===== src/rtl/dram_wr.sv =====
// Store path of the hxd32 data-memory interface: an in-order store buffer that splits each
// byte/halfword/word store into one or two word-aligned write beats with byte enables.
module dram_wr #(
    parameter int unsigned XLEN  = 32,
    parameter int unsigned DEPTH = 2
) (
    input  logic            clk_i,
    input  logic            rst_n_i,
    input  logic            req_valid_i,
    output logic            req_ready_o,
    input  logic [2:0]      dram_wr_sel_i,
    input  logic [XLEN-1:0] dram_wr_addr_i,
    input  logic [XLEN-1:0] dram_wr_data_i,
    output logic            mem_wr_en_o,
    output logic [XLEN-1:0] mem_wr_addr_o,
    output logic [3:0]      mem_wr_byteen_o,
    output logic [XLEN-1:0] mem_wr_data_o,
    input  logic            mem_wr_ready_i,
    output logic            busy_o
);

    // Store-size encodings of ram_op_enum.
    localparam logic [2:0] DRAM_WR_B = 3'd1;
    localparam logic [2:0] DRAM_WR_H = 3'd2;
    localparam logic [2:0] DRAM_WR_W = 3'd3;

    localparam int unsigned AW   = $clog2(DEPTH);
    localparam int unsigned PtrW = AW + 1;

    typedef enum logic [1:0] {StIdle, StBeat0, StBeat1} state_e;

    state_e state_q, state_d;

    logic [2:0]      sel_q  [DEPTH];
    logic [XLEN-1:0] addr_q [DEPTH];
    logic [XLEN-1:0] data_q [DEPTH];

    logic [PtrW-1:0] wr_ptr_q, rd_ptr_q, count;
    logic            empty, full, sel_ok, push, pop, last_entry;

    assign empty      = (wr_ptr_q == rd_ptr_q);
    assign full       = (wr_ptr_q[AW] != rd_ptr_q[AW]) &&
                        (wr_ptr_q[AW-1:0] == rd_ptr_q[AW-1:0]);
    assign count      = wr_ptr_q - rd_ptr_q;
    assign last_entry = (count == PtrW'(1));

    assign sel_ok = (dram_wr_sel_i == DRAM_WR_B) || (dram_wr_sel_i == DRAM_WR_H) ||
                    (dram_wr_sel_i == DRAM_WR_W);
    // Unknown sizes complete the handshake but never reach the buffer.
    assign push   = req_valid_i && !full && sel_ok;

    assign req_ready_o = !full;
    assign busy_o      = (state_q != StIdle) || !empty;

    always_ff @(posedge clk_i) begin
        if (push) begin
            sel_q[wr_ptr_q[AW-1:0]]  <= dram_wr_sel_i;
            addr_q[wr_ptr_q[AW-1:0]] <= dram_wr_addr_i;
            data_q[wr_ptr_q[AW-1:0]] <= dram_wr_data_i;
        end
    end

    always_ff @(posedge clk_i or negedge rst_n_i) begin
        if (!rst_n_i) begin
            wr_ptr_q <= '0;
            rd_ptr_q <= '0;
            state_q  <= StIdle;
        end else begin
            if (push) wr_ptr_q <= wr_ptr_q + PtrW'(1);
            if (pop)  rd_ptr_q <= rd_ptr_q + PtrW'(1);
            state_q <= state_d;
        end
    end

    // Lane formatting of the head entry.
    logic [2:0]      head_sel;
    logic [XLEN-1:0] head_addr, head_data, data_sized;
    logic [1:0]      off;
    logic [3:0]      base_mask;
    logic [7:0]      mask;
    logic [63:0]     raw;
    logic            need_beat1;
    logic [XLEN-1:0] beat0_addr, beat1_addr;

    assign head_sel  = sel_q[rd_ptr_q[AW-1:0]];
    assign head_addr = addr_q[rd_ptr_q[AW-1:0]];
    assign head_data = data_q[rd_ptr_q[AW-1:0]];
    assign off       = head_addr[1:0];

    always_comb begin
        base_mask  = 4'b0000;
        data_sized = '0;
        case (head_sel)
            DRAM_WR_B: begin
                base_mask  = 4'b0001;
                data_sized = {24'b0, head_data[7:0]};
            end
            DRAM_WR_H: begin
                base_mask  = 4'b0011;
                data_sized = {16'b0, head_data[15:0]};
            end
            DRAM_WR_W: begin
                base_mask  = 4'b1111;
                data_sized = head_data;
            end
            default: ;
        endcase
    end

    assign mask       = {4'b0000, base_mask} << off;
    assign raw        = {32'b0, data_sized} << {off, 3'b000};
    assign need_beat1 = |mask[7:4];
    assign beat0_addr = {head_addr[XLEN-1:2], 2'b00};
    assign beat1_addr = beat0_addr + XLEN'(4);

    always_comb begin
        state_d         = state_q;
        pop             = 1'b0;
        mem_wr_en_o     = 1'b0;
        mem_wr_addr_o   = '0;
        mem_wr_byteen_o = 4'b0000;
        mem_wr_data_o   = '0;
        unique case (state_q)
            StIdle: begin
                // Buffer is always empty here, so a push makes it non-empty next cycle.
                if (push) state_d = StBeat0;
            end
            StBeat0: begin
                mem_wr_en_o     = 1'b1;
                mem_wr_addr_o   = beat0_addr;
                mem_wr_byteen_o = mask[3:0];
                mem_wr_data_o   = raw[31:0];
                if (mem_wr_ready_i) begin
                    if (need_beat1) begin
                        state_d = StBeat1;
                    end else begin
                        pop     = 1'b1;
                        state_d = (last_entry && !push) ? StIdle : StBeat0;
                    end
                end
            end
            StBeat1: begin
                mem_wr_en_o     = 1'b1;
                mem_wr_addr_o   = beat1_addr;
                mem_wr_byteen_o = mask[7:4];
                mem_wr_data_o   = raw[63:32];
                if (mem_wr_ready_i) begin
                    pop     = 1'b1;
                    state_d = (last_entry && !push) ? StIdle : StBeat0;
                end
            end
            default: state_d = StIdle;
        endcase
    end

endmodule


===== config.mk =====
export PLATFORM = sky130hd
export DESIGN_NAME = dram_wr
export DESIGN_NICKNAME = d
export VERILOG_FILES = /design/src/rtl/dram_wr.sv
export SDC_FILE = /design/constraint.sdc
export NUM_CORES = 1
export LEC_CHECK = 0
export CORE_AREA = 4 4 133 135
export CTS_BUF_LIST = sky130_fd_sc_hd__clkbuf_16
export CTS_CLUSTER_SIZE = 25
export DETAILED_ROUTE_END_ITERATION = 8
export DIE_AREA = 0 0 137 139
export PLACE_DENSITY = 0.73
export SKIP_CTS_REPAIR_TIMING = 1
export SLEW_MARGIN = 15
export SYNTH_ARGS = -nofsm -noshare
export SYNTH_HDL_FRONTEND = slang
export SYNTH_SLANG_ARGS = --single-unit

===== constraint.sdc =====
create_clock -name clk_i -period 4 [get_ports clk_i]
set_input_delay 0.8 -clock clk_i [delete_from_list [all_inputs] [get_ports clk_i]]
set_output_delay 0.8 -clock clk_i [all_outputs]
set_load 0.05 [all_outputs]

==> results.yml, run 1 <==
run_status:
  status: "completed"
critical_path:
  crit_type: "reg2out"
  worstPathArrival_ps: 3070
  r2r-start: "rd_ptr_q[0]"
  required_ps: 3200
  crit_path_end_kind: "primary output"
  rr_worst_depth: 6
  reg2reg_to: "addr_q[0][30]"
  r2r_slack_ps: 1230
  crit_end: "mem_wr_byteen_o[2]"
  critPathLaunchType: "flip-flop"
  startpoint: "rd_ptr_q[0]"
  crit_fanout: 26
clock_tree:
  cts_buffer_depth: 2
  cts_tree: "built"
  clkLatencyLatePin_ps: 420
  cts_sinks: 140
  root_buffer: "clkbuf_16"
  cts_buffers: 17
  h-tree-depth: 4
  cts.clk_slew.worst_paths_ps: 60
power_and_ir_drop:
  finalPower_mw: 7.493
  cellPowerDensity_nw_per_um2: 720.5
  combPwrFrac_pct: 54.1
  switchingPower_mw: 3.141
  leakagePower_nw: 3.582
  internal-power_mw: 4.352
  swShare_pct: 41.92
  peakVddDrop_v: 0.0003939
  p_seq_share_pct: 25.9
  power_frac_clock_pct: 20.0
final_layout:
  drive_above_1_share_pct: 22.14
  layout.nets: 841
  post-route-cell-area_um2: 10400
  syn_to_final_growth_pct: 42.38
synth:
  ys_seq_area_share_pct: 57.14
  synth_area_per_cell_um2: 11.94
  synth_edf_count: 134
  netlist_area_um2: 7305
  synth_commonest_cells: "edfxtp_1 (134), mux2i_1 (52), nand2_1 (44), a21oi_1 (36), nor2_1 (32)"
  synth.distinct_cells: 59
  synthCells: 612
  ys_ff_latch: 140
  ys_dominant_reg_cell: "edfxtp_1"
  synth_top_area_share_pct: 55.09
  synthArstFlopShare_pct: 4.286
  synth.most_common_cell: "edfxtp_1"
  synth-warning-count: 0
  ys_top_cells_by_area: "edfxtp_1 (55%), mux2i_1 (7.1%), a21oi_1 (2.5%), mux2_2 (2.3%), nand2_1 (2.3%)"
  synth.largest_area_cell: "edfxtp_1"
route:
  drc: 0
  via_per_inst: 5.986
  routedWlPerCell_um: 21.00
  drtAntennaViolNets: 0
  drt-initial-drc-count: 465
  first_pass_iters: 5
  vias: 5974
  wirelength_mm: 20.95
job:
  max-cap-violations: 0
floorplan:
  die_x_um: 137
  core_area_um2: 16470
  die_area_um2: 19040
  num_rows: 47
  die_y_um: 139
  ios: 142
  start_util_pct: 44.36
timing:
  finalSetupViolCount: 0
  fmax_ghz: 0.2582
  hold_viol: 0
  skew_ps: 7.962
  timing.final.crit_share_pct: 96.81
  fin_crit_ps: 3872
  worstMarginPinSlew_ps: 679.7
  slew_headroom_pct: 54.55
  slew_viol_final: 0
worst_hold_path:
  hp-class: "reg2reg"
global_routing:
  grt_pass1_vias: 5993
  grt_pass1_wl_mm: 31.85
  antenna_found_initial: 0
  grt_use_total_pct: 21.83
  grt_max_degree: 47
  grt-ovfl-total: 0
placed_design:
  port-buffer-count: 139
  dp_hpwl_mm: 15.09
  gp_congestion: 0.9570
  dpl_cell_area_um2: 9736
[flip-flops by register name, indices dropped and copies added, names as in the netlist]
register	count
addr_q	64
data_q	64
sel_q	6
rd_ptr_q	2
state_q	2
wr_ptr_q	2
[cell usage in the layout (no fill, tap or decap), types with 15 or more instances in the layout]
cell type / n
buf_4: 32
clkbuf_16: 17
nand2_1: 44
clkdlybuf4s50_1: 75
nor2_1: 31
buf_12: 61
o22ai_1: 18
mux2i_1: 52
o21ai_0: 17
nand4_1: 24
mux2_2: 15
a21oi_1: 35
nand3_1: 16
edfxtp_1: 134
[power by group through the flow]
stage / registers, mW / logic, mW / clock network [mW]
global route: 1.96 / 4.25 / 1.60
detailed placement: 2.02 / 3.88 / 0
finish: 1.94 / 4.05 / 1.50
global placement: 2.00 / 3.83 / 0
floorplan: 1.93 / 2.50 / 0
CTS: 1.99 / 3.90 / 1.53
[metrics by stage]
stage / setup slack [ps] / hold slack [ps] / utilization (%) / TNS, ps / instances
final: 127.7 / 490.5 / 63.16 / 0 / 998
after global routing: -5.556 / 508.1 / 63.15 / -9.529 / 997
after CTS: -111.8 / 496.4 / 62.61 / -666.6 / 992
after detailed placement: 373.7 / 485.0 / 59.13 / 0 / 960
after global placement: 429.3 / 475.0 / 59.13 / 0 / 960
after floorplan: -44.57 / 460.7 / - / -44.57 / 613
[routing by layer]
metal / global-route usage (%) / routed length (um) / vias to the layer above
met5: 0 / 0 / -
met4: 8.193 / 518 / 0
met3: 4.572 / 1443 / 43
met2: 37.10 / 10490 / 294
met1: 27.19 / 8506 / 2893
li1: - / - / 2744
[area by class of cell]
type	count	area [um^2]
Sequential cell	140	4178
Tap cell	220	275.3
Multi-Input combinational cell	423	3067
Timing Repair Buffer	171	2262
Inverter	11	41.29
Fill cell	1267	6066
Antenna cell	1	2.502
Clock inverter	15	148.9
Clock buffer	17	425.4
[worst max-delay path, cell delays in order, from the launching register on]
cell and delay [ps]:
dfrtp_4 580, buf_4 180, mux2_2 570, and2_1 230, buf_4 210, nand2_1 80, a22o_1 240, a21oi_1 360
buf_12 190
[kinds of logic (layout without fill, tap and decap cells)]
group                      count (synthesis)  count (layout)  share of synthesized area [%]
AOI/OAI and AO/OA                        170             170                          16.12
xor gates and xnor gates                  13              13                          1.559
DFF                                      140             140                          57.14
adders and majority gates                  6               6                          1.028
other                                      1               3                        0.05134
and+or+nand+nor                          165             165                          11.68
muxes                                     67              67                          9.438
buffers and inverters                     50             214                          2.980
[worst min path at each step]
| stage | from | to | slack [ps] | cells after the start |
|---|---|---|---|---|
| 2_1_floorplan | wr_ptr_q[1] | wr_ptr_q[1] | 460 | 1 |
| 3_3_place_gp | wr_ptr_q[1] | wr_ptr_q[1] | 470 | 1 |
| 3_5_place_dp | rd_ptr_q[1] | rd_ptr_q[1] | 480 | 1 |
| 4_1_cts | rd_ptr_q[1] | rd_ptr_q[1] | 500 | 1 |
| 5_1_grt | rd_ptr_q[1] | rd_ptr_q[1] | 510 | 1 |
| 6_report | rd_ptr_q[1] | rd_ptr_q[1] | 490 | 1 |
Note: power is estimated with default switching activity, not from simulation.
==> run 2: changes to the inputs <==
- CORE_AREA: 4 4 133 135 -> 2 2 131 133
- DIE_AREA: 0 0 137 139 -> 0 0 133 135
==> run 2 against run 1 <==
Against the previous run:
- sequential share of layout area down 0.38 points
- critical endpoint is now mem_wr_addr_o[25]
- utilization up 0.83 points
- hold slack better by 0.78 ps
- total power up 2.5%
- non-clock buffer count up 4
- critical path depth up 1
- clock skew up 4.1 ps
- wire length down 1.3%
- clock power up 13%
==> results.yml, run 2 (same netlist as run 1, synthesis figures left out) <==
timing:
  layout_setup_ws_ps: 98.94
  finalSetupViolCount: 0
  grt_setup_unrepaired: "true"
  slew_viol_final: 0
  fmax_ghz: 0.2563
  skew_ps: 12.06
  hold_viol: 0
  fin_crit_ps: 3901
  whs_ps: 491.3
  finalSetupTns_ps: 0
  slew_headroom_pct: 58.77
  worstMarginPinSlew_ps: 601.3
  timing.final.crit_share_pct: 97.53
power_and_ir_drop:
  leakagePower_nw: 3.644
  cellPowerDensity_nw_per_um2: 731.8
  swShare_pct: 40.74
  switchingPower_mw: 3.130
  peakVddDrop_v: 0.0003586
  combPwrFrac_pct: 52.7
  power_frac_clock_pct: 22.0
  finalPower_mw: 7.683
  p_seq_share_pct: 25.3
  internal-power_mw: 4.553
critical_path:
  slowest_stage: "dfrtp_4"
  crit_type: "reg2out"
  cp_common_cell: "buf_4"
  startpoint: "rd_ptr_q[0]"
  critPathLaunchType: "flip-flop"
  path_cells: "buf_6 -> nand4b_1 -> a222oi_1 -> buf_4 -> nand4_1 -> buf_4 -> or4_1 -> a31o_2 -> buf_4"
  crit_fanout: 17
  required_ps: 3200
  worstPathArrival_ps: 3100
  crit_path_max_incr_delay_ps: 570
  r2r-start: "rd_ptr_q[0]"
  crit_path_end_kind: "primary output"
clock_tree:
  cts_buffers: 17
  clkLatencyLatePin_ps: 410
  cts_tree: "built"
  cts_sinks: 140
  cts_buffer_depth: 2
  root_buffer: "clkbuf_16"
  h-tree-depth: 4
  cts.clk_slew.worst_paths_ps: 60
run_status:
  status: "completed"
floorplan:
  ios: 142
  num_rows: 47
  die_area_um2: 17960
  start_util_pct: 44.52
  core_area_um2: 16410
  die_x_um: 133
  die_y_um: 135
global_routing:
  grt_max_degree: 36
  grt_use_total_pct: 23.26
  grt_pass1_wl_mm: 32.24
  grt_pass1_vias: 5993
  antenna_found_initial: 0
  grt-ovfl-total: 0
worst_hold_path:
  hp-class: "reg2reg"
  holdCritStartpoint: "wr_ptr_q[1]"
final_layout:
  final_cell_mix: "edfxtp_1 (134), clkdlybuf4s50_1 (75), buf_12 (62), mux2i_1 (51), nand2_1 (44)"
  layout.nets: 845
  final_common_cell: "edfxtp_1"
  multi_input_area_um2: 3069
  drive_above_1_share_pct: 22.66
  nFillCells: 1165
  regArea_um2: 4178
  fin_cells: 1001
  antennaDiodeCount: 0
  syn_to_final_growth_pct: 43.73
route:
  drt-initial-drc-count: 414
  wirelength_mm: 20.68
  routedWlPerCell_um: 20.66
  first_pass_iters: 5
  vias: 5979
  via_per_inst: 5.973
  drc: 0
  drtAntennaViolNets: 0
job:
  max-cap-violations: 0
placed_design:
  dp_hpwl_mm: 15.00
  gp_congestion: 0.9970
  post-place-ws_ps: 187.6
  dp.cells: 957
  port-buffer-count: 139
==> run 2: cell types whose count changed in the layout (fill, tap and decap cells not counted), sizes merged <==
cell      before  now
buf           96  100
clkinvlp       4    0
bufinv         2    5
clkinv         8    9
diode          1    0
==> run 2: area by class of cell <==
type                            instances  share of cell area [%]
Sequential cell                       140                   39.79
Multi-Input combinational cell        423                   29.23
Timing Repair Buffer                  175                   21.80
Clock buffer                           17                   4.052
Tap cell                              220                   2.622
Clock inverter                         15                   2.109
Inverter                               11                  0.3933
==> run 2: per-layer routing <==
metal,GRT usage [%],part of all wire [%],vias up
met3,5.105,8.1,49
met5,0,0,-
li1,-,-,2754
met1,28.23,39,2856
met2,41.11,51,320
met4,8.065,2.4,0
==> run 2: critical path, delay by kind of cell (launching register included) <==
family                 cells  cell delay (ps)
and+or+nand+nor            3              710
buffers and inverters      4              770
AOI/OAI and AO/OA          2              620
DFF                        1              570
==> run 2: final timing paths <==
kind	to	slack (ps)	depth (start not counted)
max	mem_wr_addr_o[25]	100	9
min	wr_ptr_q[1]	490	1
max reg2reg	data_q[1][14]	1230	6
min reg2reg	wr_ptr_q[1]	490	1
max in group asynchronous	rd_ptr_q[0]	3120	1
min in group asynchronous	rd_ptr_q[0]	630	1
==> run 2: stage by stage <==
stage	utilization, %	cell area [um^2]
floorplan	-	7436
global placement	59.20	9713
detailed placement	59.20	9713
CTS	63.14	10360
global route	63.99	10500
finish	63.99	10500
==> run 2: power groups by stage <==
stage	Combinational (mW)	Clock, mW	Sequential [mW]
after detailed placement	3.89	0	2.00
after floorplan	2.50	0	1.93
after global routing	4.25	1.78	1.97
after global placement	3.82	0	1.99
final	4.05	1.69	1.95
after CTS	3.90	1.71	1.97
==> run 3: changes to the inputs <==
- TNS_END_PERCENT: unset -> 50
==> run 3 against run 2 <==
Against the previous run:
- maximum frequency down 0.89%
- register-to-register slack got worse by 60 ps
- global-route usage down 0.28 points
- final cell count fell by 1.3%
- sequential share of layout area increased by 0.83 points
- total power down 3.4%
- design area decreased by 2.0%
- combinational power decreased by 2%
- via count fell by 0.18%
- first-iteration DRC count up 9.4%
- critical path depth down 4
- die area unchanged
==> results.yml, run 3 (same netlist as run 1, synthesis figures left out) <==
final_layout:
  layout.nets: 832
  antennaDiodeCount: 0
  syn_to_final_growth_pct: 40.80
  final_cell_mix: "edfxtp_1 (134), clkdlybuf4s50_1 (75), buf_12 (59), mux2i_1 (52), nand2_1 (44)"
  final_common_cell: "edfxtp_1"
  regArea_um2: 4178
  nFillCells: 1215
  post-route-cell-area_um2: 10280
  multi_input_area_um2: 3057
  drive_above_1_share_pct: 20.96
critical_path:
  r2r-start: "rd_ptr_q[0]"
  path_cells: "mux2_2 -> and2_1 -> nand2_1 -> o32ai_1 -> buf_12"
  critPathBufInv: 1
  rr_worst_depth: 6
  reg2reg_to: "data_q[0][25]"
  crit_path_max_incr_delay_ps: 690
  critPathLaunchType: "flip-flop"
  crit_path_end_kind: "primary output"
  worstPathArrival_ps: 3140
  slowest_stage: "o32ai_1"
  required_ps: 3200
  r2r_slack_ps: 1170
  critical-path-top-delay-family: "compound AO/OA/AOI/OAI gates"
  crit_fanout: 26
  crit_type: "reg2out"
timing:
  layout_setup_ws_ps: 63.84
  slew_viol_final: 0
  worstMarginPinSlew_ps: 914.2
  fmax_ghz: 0.2541
  whs_ps: 495.7
  slew_headroom_pct: 38.78
  grt_setup_unrepaired: "true"
  timing.final.crit_share_pct: 98.40
  fin_crit_ps: 3936
  hold_viol: 0
  skew_ps: 10.87
  finalSetupViolCount: 0
route:
  wirelength_mm: 20.70
  drc: 0
  drtAntennaViolNets: 0
  routedWlPerCell_um: 20.95
  first_pass_iters: 5
  drt-initial-drc-count: 453
  vias: 5968
  via_per_inst: 6.040
floorplan:
  die_x_um: 133
  ios: 142
  core_area_um2: 16410
  start_util_pct: 44.52
  die_y_um: 135
  die_area_um2: 17960
  num_rows: 47
global_routing:
  antenna_found_initial: 0
  grt_pass1_vias: 5903
  grt_pass1_wl_mm: 31.76
  grt_use_total_pct: 22.98
  grt-ovfl-total: 0
  grt_max_degree: 58
run_status:
  status: "completed"
clock_tree:
  cts.clk_slew.worst_paths_ps: 60
  cts_tree: "built"
  root_buffer: "clkbuf_16"
  cts_sinks: 140
  clkLatencyLatePin_ps: 430
  cts_buffer_depth: 2
  cts_buffers: 17
  h-tree-depth: 4
power_and_ir_drop:
  switchingPower_mw: 3.123
  leakagePower_nw: 3.525
  p_seq_share_pct: 26.3
  power_frac_clock_pct: 20.3
  internal-power_mw: 4.302
  swShare_pct: 42.06
  cellPowerDensity_nw_per_um2: 721.9
  combPwrFrac_pct: 53.5
  peakVddDrop_v: 0.0003250
placed_design:
  port-buffer-count: 139
  dp_hpwl_mm: 14.76
  dpl_cell_area_um2: 9630
  gp_congestion: 0.9146
  post-place-ws_ps: 188.1
worst_hold_path:
  holdCritStartpoint: "wr_ptr_q[1]"
  hp-class: "reg2reg"
  worstHoldEndpoint: "wr_ptr_q[1]"
  hold_depth: 1
job:
  max-cap-violations: 0
run 3: changes by cell type in the layout (fill, tap and decap cells not counted), moves of 2 or more:
cell,previous run,this run
buf_4,35,25
buf_12,62,59
clkinv_4,5,3
bufinv_16,5,2
clkinvlp_4,0,5
run 3: worst reg2reg max path: stages (launching register included):
cell and delay [ps]:
dfrtp_4 590, buf_12 220, ha_1 320, a2111oi_0 400, buf_4 210, and2_2 350, buf_12 340
run 3: power by group through the flow:
| stage | logic (mW) | registers (mW) | clock network [mW] |
|---|---|---|---|
| after floorplan | 2.48 | 1.93 | 0 |
| after global placement | 3.74 | 2.01 | 0 |
| after detailed placement | 3.79 | 2.03 | 0 |
| after CTS | 3.80 | 2.00 | 1.53 |
| after global routing | 4.16 | 1.97 | 1.58 |
| final | 3.97 | 1.95 | 1.51 |
run 3: how the worst max path moves through the flow:
stage                         to   startpoint  slack, ps  cells past startpoint
2_1_floorplan  mem_wr_addr_o[31]  rd_ptr_q[0]        -60                      6
3_3_place_gp   mem_wr_data_o[19]  rd_ptr_q[0]        280                      7
3_5_place_dp   mem_wr_data_o[17]  rd_ptr_q[0]        190                      7
4_1_cts        mem_wr_data_o[17]  rd_ptr_q[0]       -280                      7
5_1_grt         mem_wr_data_o[3]  rd_ptr_q[0]        -20                      6
6_report       mem_wr_data_o[12]  rd_ptr_q[0]         60                      5
run 3: cell type report:
| cell class | instances | area share [%] |
|---|---|---|
| clock buffers | 17 | 4.136 |
| inverters | 11 | 0.4015 |
| well taps | 220 | 2.676 |
| repair buffers | 162 | 20.97 |
| clock inverters | 15 | 1.472 |
| multi-input cells | 423 | 29.72 |
| flip-flops and latches | 140 | 40.62 |
run 3: layer usage:
layer / global-route usage [%] / routed length [um] / vias to the layer above
met5: 0 / 0 / -
met4: 9.319 / 570 / 0
met3: 4.730 / 1504 / 42
met2: 38.66 / 10310 / 298
met1: 29.21 / 8322 / 2901
li1: - / - / 2727
run 3: stage by stage:
stage	setup TNS, ps	total power [mW]	instances	utilization, %
after floorplan	-154.4	4.417	613	-
after detailed placement	0	5.820	954	58.70
after global routing	-27.81	7.710	988	62.69
after CTS	-4004	7.331	986	62.21
final	0	7.425	988	62.69
after global placement	0	5.751	954	58.70
